**src/rtl/neuron_layer_train_seq.sv**
```systemverilog
// Sample sequencer for one learn layer: drive, settle, capture, score, report.
// Build option NEURON_SEQ_ERR_ACCUM_EN adds err_sum/err_clear (saturating error sum).
module neuron_layer_train_seq #(
    parameter int N      = 16,
    parameter int M      = 45,
    parameter int SETTLE = 2,
    parameter int TOL    = 8,
    parameter int W      = 8
) (
    input  logic                     clock,
    input  logic                     reset,
    input  logic                     s_valid,
    output logic                     s_ready,
    input  logic [N*W-1:0]           s_in,
    input  logic [M*W-1:0]           s_expected,
    input  logic                     s_learn,
    input  logic                     learn_enable,
    output logic [N*W-1:0]           layer_in,
    output logic [M*W-1:0]           layer_expected,
    output logic                     layer_valid,
    output logic                     layer_learn,
    input  logic [M*W-1:0]           layer_out,
    output logic                     r_valid,
    input  logic                     r_ready,
    output logic [M*W-1:0]           r_out,
    output logic [$clog2(M+1)-1:0]   r_miss,
    output logic                     r_learned,
    output logic                     busy
`ifdef NEURON_SEQ_ERR_ACCUM_EN
   ,input  logic                     err_clear,
    output logic [31:0]              err_sum
`endif
);

    localparam int MW = $clog2(M + 1);
    localparam int CW = (SETTLE > 1) ? $clog2(SETTLE) : 1;

    generate
        if (SETTLE < 1) begin : g_bad_settle
            $error("SETTLE must be at least 1");
        end
    endgenerate

    typedef enum logic [2:0] {
        S_IDLE,
        S_INFER,
        S_SETTLE,
        S_LEARN,
        S_REPORT
    } state_t;

    state_t          r_state;
    logic [CW-1:0]   r_cnt;
    logic            r_lflag;
    logic [W:0]      w_diff [M];
    logic [MW-1:0]   w_miss;
    logic            w_capture;

    // Unsigned |out - expected| per neuron, one bit wider so it never wraps
    for (genvar j = 0; j < M; j++) begin : g_diff
        logic [W-1:0] w_o;
        logic [W-1:0] w_e;
        assign w_o = layer_out[j*W +: W];
        assign w_e = layer_expected[j*W +: W];
        assign w_diff[j] = (w_o >= w_e) ? ({1'b0, w_o} - {1'b0, w_e})
                                        : ({1'b0, w_e} - {1'b0, w_o});
    end

    always_comb begin
        w_miss = '0;
        for (int j = 0; j < M; j++) begin
            if (w_diff[j] > (W+1)'(TOL)) begin
                w_miss = w_miss + MW'(1);
            end
        end
    end

    assign w_capture = (r_state == S_SETTLE) && (r_cnt == '0);
    assign busy      = (r_state != S_IDLE);

    always_ff @(posedge clock) begin
        if (reset) begin
            r_state        <= S_IDLE;
            r_cnt          <= '0;
            r_lflag        <= 1'b0;
            s_ready        <= 1'b0;
            layer_in       <= '0;
            layer_expected <= '0;
            layer_valid    <= 1'b0;
            layer_learn    <= 1'b0;
            r_valid        <= 1'b0;
            r_out          <= '0;
            r_miss         <= '0;
            r_learned      <= 1'b0;
        end else begin
            unique case (r_state)
                S_IDLE: begin
                    s_ready <= 1'b1;
                    if (s_valid && s_ready) begin
                        layer_in       <= s_in;
                        layer_expected <= s_expected;
                        r_lflag        <= s_learn & learn_enable;
                        s_ready        <= 1'b0;
                        layer_valid    <= 1'b1;
                        r_state        <= S_INFER;
                    end
                end
                S_INFER: begin
                    layer_valid <= 1'b0;
                    layer_learn <= 1'b0;
                    r_cnt       <= CW'(SETTLE - 1);
                    r_state     <= S_SETTLE;
                end
                S_SETTLE: begin
                    if (r_cnt == '0) begin
                        r_out  <= layer_out;
                        r_miss <= w_miss;
                        if (r_lflag) begin
                            layer_valid <= 1'b1;
                            layer_learn <= 1'b1;
                            r_state     <= S_LEARN;
                        end else begin
                            r_valid <= 1'b1;
                            r_state <= S_REPORT;
                        end
                    end else begin
                        r_cnt <= r_cnt - CW'(1);
                    end
                end
                S_LEARN: begin
                    layer_valid <= 1'b0;
                    layer_learn <= 1'b0;
                    r_learned   <= 1'b1;
                    r_valid     <= 1'b1;
                    r_state     <= S_REPORT;
                end
                S_REPORT: begin
                    // s_ready rises with the handshake: next accept is one cycle later
                    if (r_valid && r_ready) begin
                        r_valid   <= 1'b0;
                        r_learned <= 1'b0;
                        s_ready   <= 1'b1;
                        r_state   <= S_IDLE;
                    end
                end
                default: begin
                    r_state <= S_IDLE;
                end
            endcase
        end
    end

`ifdef NEURON_SEQ_ERR_ACCUM_EN
    logic [31:0] w_err_add;
    logic [32:0] w_err_next;

    always_comb begin
        w_err_add = '0;
        for (int j = 0; j < M; j++) begin
            w_err_add = w_err_add + 32'(w_diff[j]);
        end
    end

    assign w_err_next = {1'b0, err_sum} + {1'b0, w_err_add};

    // Clear wins over a same-cycle capture
    always_ff @(posedge clock) begin
        if (reset || err_clear) begin
            err_sum <= '0;
        end else if (w_capture) begin
            err_sum <= w_err_next[32] ? '1 : w_err_next[31:0];
        end
    end
`else
    logic w_unused;
    assign w_unused = w_capture;
`endif

endmodule

```
**config.mk**
```make
export PLATFORM = sky130hd
export DESIGN_NAME = neuron_layer_train_seq
export DESIGN_NICKNAME = d
export VERILOG_FILES = /design/src/rtl/neuron_layer_train_seq.sv
export SDC_FILE = /design/constraint.sdc
export NUM_CORES = 2
export LEC_CHECK = 0
export CAP_MARGIN = 20
export CORE_AREA = 2 2 669 671
export DETAILED_ROUTE_END_ITERATION = 10
export DIE_AREA = 0 0 671 673
export SYNTH_ARGS = -nofsm -noshare
export SYNTH_HDL_FRONTEND = slang
export SYNTH_SLANG_ARGS = --single-unit
```
**constraint.sdc**
```tcl
create_clock -name clock -period 50.4 [get_ports clock]
set_clock_uncertainty 0.2 [all_clocks]
set_input_delay 10.08 -clock clock [delete_from_list [all_inputs] [get_ports clock]]
set_output_delay 10.08 -clock clock [all_outputs]
set_load 0.03 [all_outputs]
```
==> flow_summary.json <==
{
  "root_buffer": "clkbuf_16",
  "gp_congestion": 0.974,
  "criticalPathCategory": "input port to flop",
  "ys_types": 131,
  "grt_overflow": 0,
  "wl_met3_um": 43100,
  "row_count": 245,
  "ys_ff_latch": 864,
  "setup_viol": 0,
  "vias_per_cell": 4.31,
  "drive_gt1_share_pct": 4.84,
  "drt-total-wl_um": 421000,
  "cp.required_ns": 50.96,
  "min_period_ns": 43.22,
  "synthCells": 9184,
  "hpwl_um": 359000,
  "crit_start": "layer_out[9]",
  "path_delay_family": "adder cells",
  "cts-htree-levels": 4,
  "port_buffers": 1713,
  "crit_arrival_ns": 43.78,
  "firstDrtPassIters": 8,
  "path_common_cell": "ha_1",
  "cp.depth": 161,
  "critical_path_buf_inv_count": 18,
  "final_area_um2": 97700,
  "timing.final.crit_share_pct": 85.8,
  "area_delta_synth_final_pct": 41.6,
  "clockBufferDepth": 4,
  "avgSynthCellArea_um2": 7.51,
  "numCtsBuffers": 135,
  "fmax_mhz": 23.1,
  "r2r-start": "layer_expected[9]",
  "met2_length_um": 190000,
  "cp_max_fo": 13,
  "min_from": "r_out[15]",
  "critPathCaptureType": "flop",
  "route.detailed.drc": 0,
  "grt_pass1_vias": 68300,
  "grt_use_total_pct": 17.8,
  "ant_nets": 0,
  "core_area_um2": 444000,
  "grt_pass1_wl_um": 565000,
  "max_stage_delay_ns": 0.63,
  "run_status": "finished, final reports clean",
  "drt_iter0_drc": 5727,
  "clkLatencyLatePin_ns": 0.85,
  "ios": 1714,
  "cts_sinks": 864,
  "postCtsSetupBuffers": 0,
  "slew_headroom_pct": 29.9,
  "r2r_cells": 161,
  "top_layer": "met5",
  "ctsHoldBuffers": 0,
  "yosysSeqAreaShare_pct": 25.1,
  "syn-cell-area_um2": 69000,
  "hold_class": "flop to flop",
  "postPlaceCellArea_um2": 92900,
  "final_nets": 12500,
  "utilization_pct": 22.0,
  "synth_fp_nets": 10900,
  "dieHeight_um": 673,
  "worst_pin_slew_ns": 1.05,
  "drv_slew": 0,
  "start_kind": "input port",
  "cts_resized": 0,
  "vias": 72600,
  "wl_met1_um": 171000,
  "setup_tns_ns": 0,
  "die_x_um": 671,
  "min_path_cells": 2,
  "synth_edf_count": 0,
  "synth-main-ff-cell": "dfxtp_1",
  "maxCapViolCount": 0,
  "clk_pin_slew_ns": 0.05,
  "dp_slack_ns": 6.39,
  "antenna_found_initial": 216,
  "grt_max_degree": 156,
  "design.die.area_um2": 452000,
  "avgRoutedWirePerCell_um": 25.0,
  "cts_tree": "built",
  "initial_core_util_pct": 15.5,
  "yosys_warnings": 0,
  "ys_async_sr_fraction_pct": 0,
  "rsz0062_at_grt": "no",
  "final.setup.worst_slack_ns": 7.18,
  "cp_slowest_cell": "clkdlybuf4s50_1",
  "hold_violations": 0
}
[kinds of logic after synthesis]
group,after synthesis,synth area share [%]
muxes,232,3.51
AOI/OAI and AO/OA,2452,22.1
DFF,864,25.1
and+or+nand+nor,3103,20.2
adders and majority gates,855,16.5
buffers and inverters,1341,7.40
xor gates and xnor gates,337,5.31
[cell usage in the layout, fill, tap and decap left out, types with 23 or more instances in the layout]
master	count
nand2_1	2003
clkdlybuf4s50_1	1710
a21oi_1	1194
inv_1	936
dfxtp_1	864
ha_1	764
o21ai_0	287
nor2_1	225
xnor2_1	195
a21o_1	166
mux2i_1	158
nor2b_1	154
clkbuf_16	139
buf_4	109
nand3_1	108
nand2b_1	94
nor3_1	94
nand4_1	93
fa_1	90
xor2_1	88
o21a_1	83
a31oi_1	72
mux2_2	69
diode_2	67
a211oi_1	59
o211ai_1	55
and3_1	55
o21bai_1	55
a221oi_1	49
and2_1	49
a21boi_0	42
a211o_1	41
or3_1	38
o31ai_1	29
a221o_1	28
o22ai_1	26
nor3b_1	24
clkbuf_8	24
o21ai_1	23
[through the flow]
stage | hold WS (ns) | cells
finish | 0.250 | 16800
global route | 0.266 | 16800
detailed placement | 0.245 | 16500
CTS | 0.253 | 16800
global placement | 0.240 | 16500
floorplan | 0.280 | 9184
[state kept, by name (all words and copies together) (netlist names)]
name            flops
layer_expected    360
r_out             360
layer_in          128
r_miss              6
r_state             3
layer_learn         1
layer_valid         1
r_cnt               1
r_learned           1
r_lflag             1
r_valid             1
s_ready             1
[Yosys cell counts, types with 24 or more instances]
cell	number	area [um^2]
a21o_1	166	1250
xnor2_1	195	1710
ha_1	764	9560
o21ai_0	288	1440
a211oi_1	59	443
mux2i_1	158	1580
nor3_1	96	480
inv_1	936	3510
nor2_1	226	848
nand3_1	109	546
nand2_1	2004	7520
a31oi_1	72	450
clkbuf_1	367	1380
nand2b_1	94	588
o22ai_1	26	163
and3_1	55	344
a221oi_1	49	429
nor3b_1	24	180
nor2b_1	154	963
a21oi_1	1194	5980
a21boi_0	42	315
a221o_1	28	280
o21a_1	83	623
a211o_1	41	359
nand4_1	93	582
xor2_1	88	771
o211ai_1	55	413
or3_1	38	238
dfxtp_1	864	17300
and2_1	49	307
fa_1	90	1800
o31ai_1	29	218
mux2_2	69	777
o21bai_1	55	413
[layer usage]
layer / track usage (%) / vias to the layer above
met5: 0.361 / -
met4: 5.95 / 140
met3: 7.29 / 628
met2: 28.9 / 2642
met1: 21.2 / 34700
li1: - / 34500
[path summary, 6_finish.rpt]
check        slack [ns]        end
max                7.18  r_miss[5]
min                0.25  r_out[15]
max reg2reg       16.21  r_miss[5]
min reg2reg        0.25  r_out[15]
[worst register-to-register path, delay by kind of cell (launching register included)]
| family | cells | cell delay [ns] |
|---|---|---|
| xor+xnor | 1 | 0.12 |
| simple gates | 44 | 7.82 |
| flops | 1 | 0.62 |
| compound gates | 47 | 9.14 |
| buf+inv | 18 | 1.77 |
| fa+ha+maj | 42 | 12.49 |
| mux | 9 | 1.90 |
[cell type report]
type | instances | area [um^2]
Fill cell | 49200 | 346000
Inverter | 937 | 3520
Sequential cell | 864 | 17300
Timing Repair Buffer | 1825 | 18000
Multi-Input combinational cell | 6979 | 46700
Antenna cell | 67 | 168
Clock inverter | 50 | 699
Tap cell | 5928 | 7420
Clock buffer | 183 | 3880
Power is not shown: default switching activity piles up to over one toggle a cycle in this logic, so the estimate is an artifact.
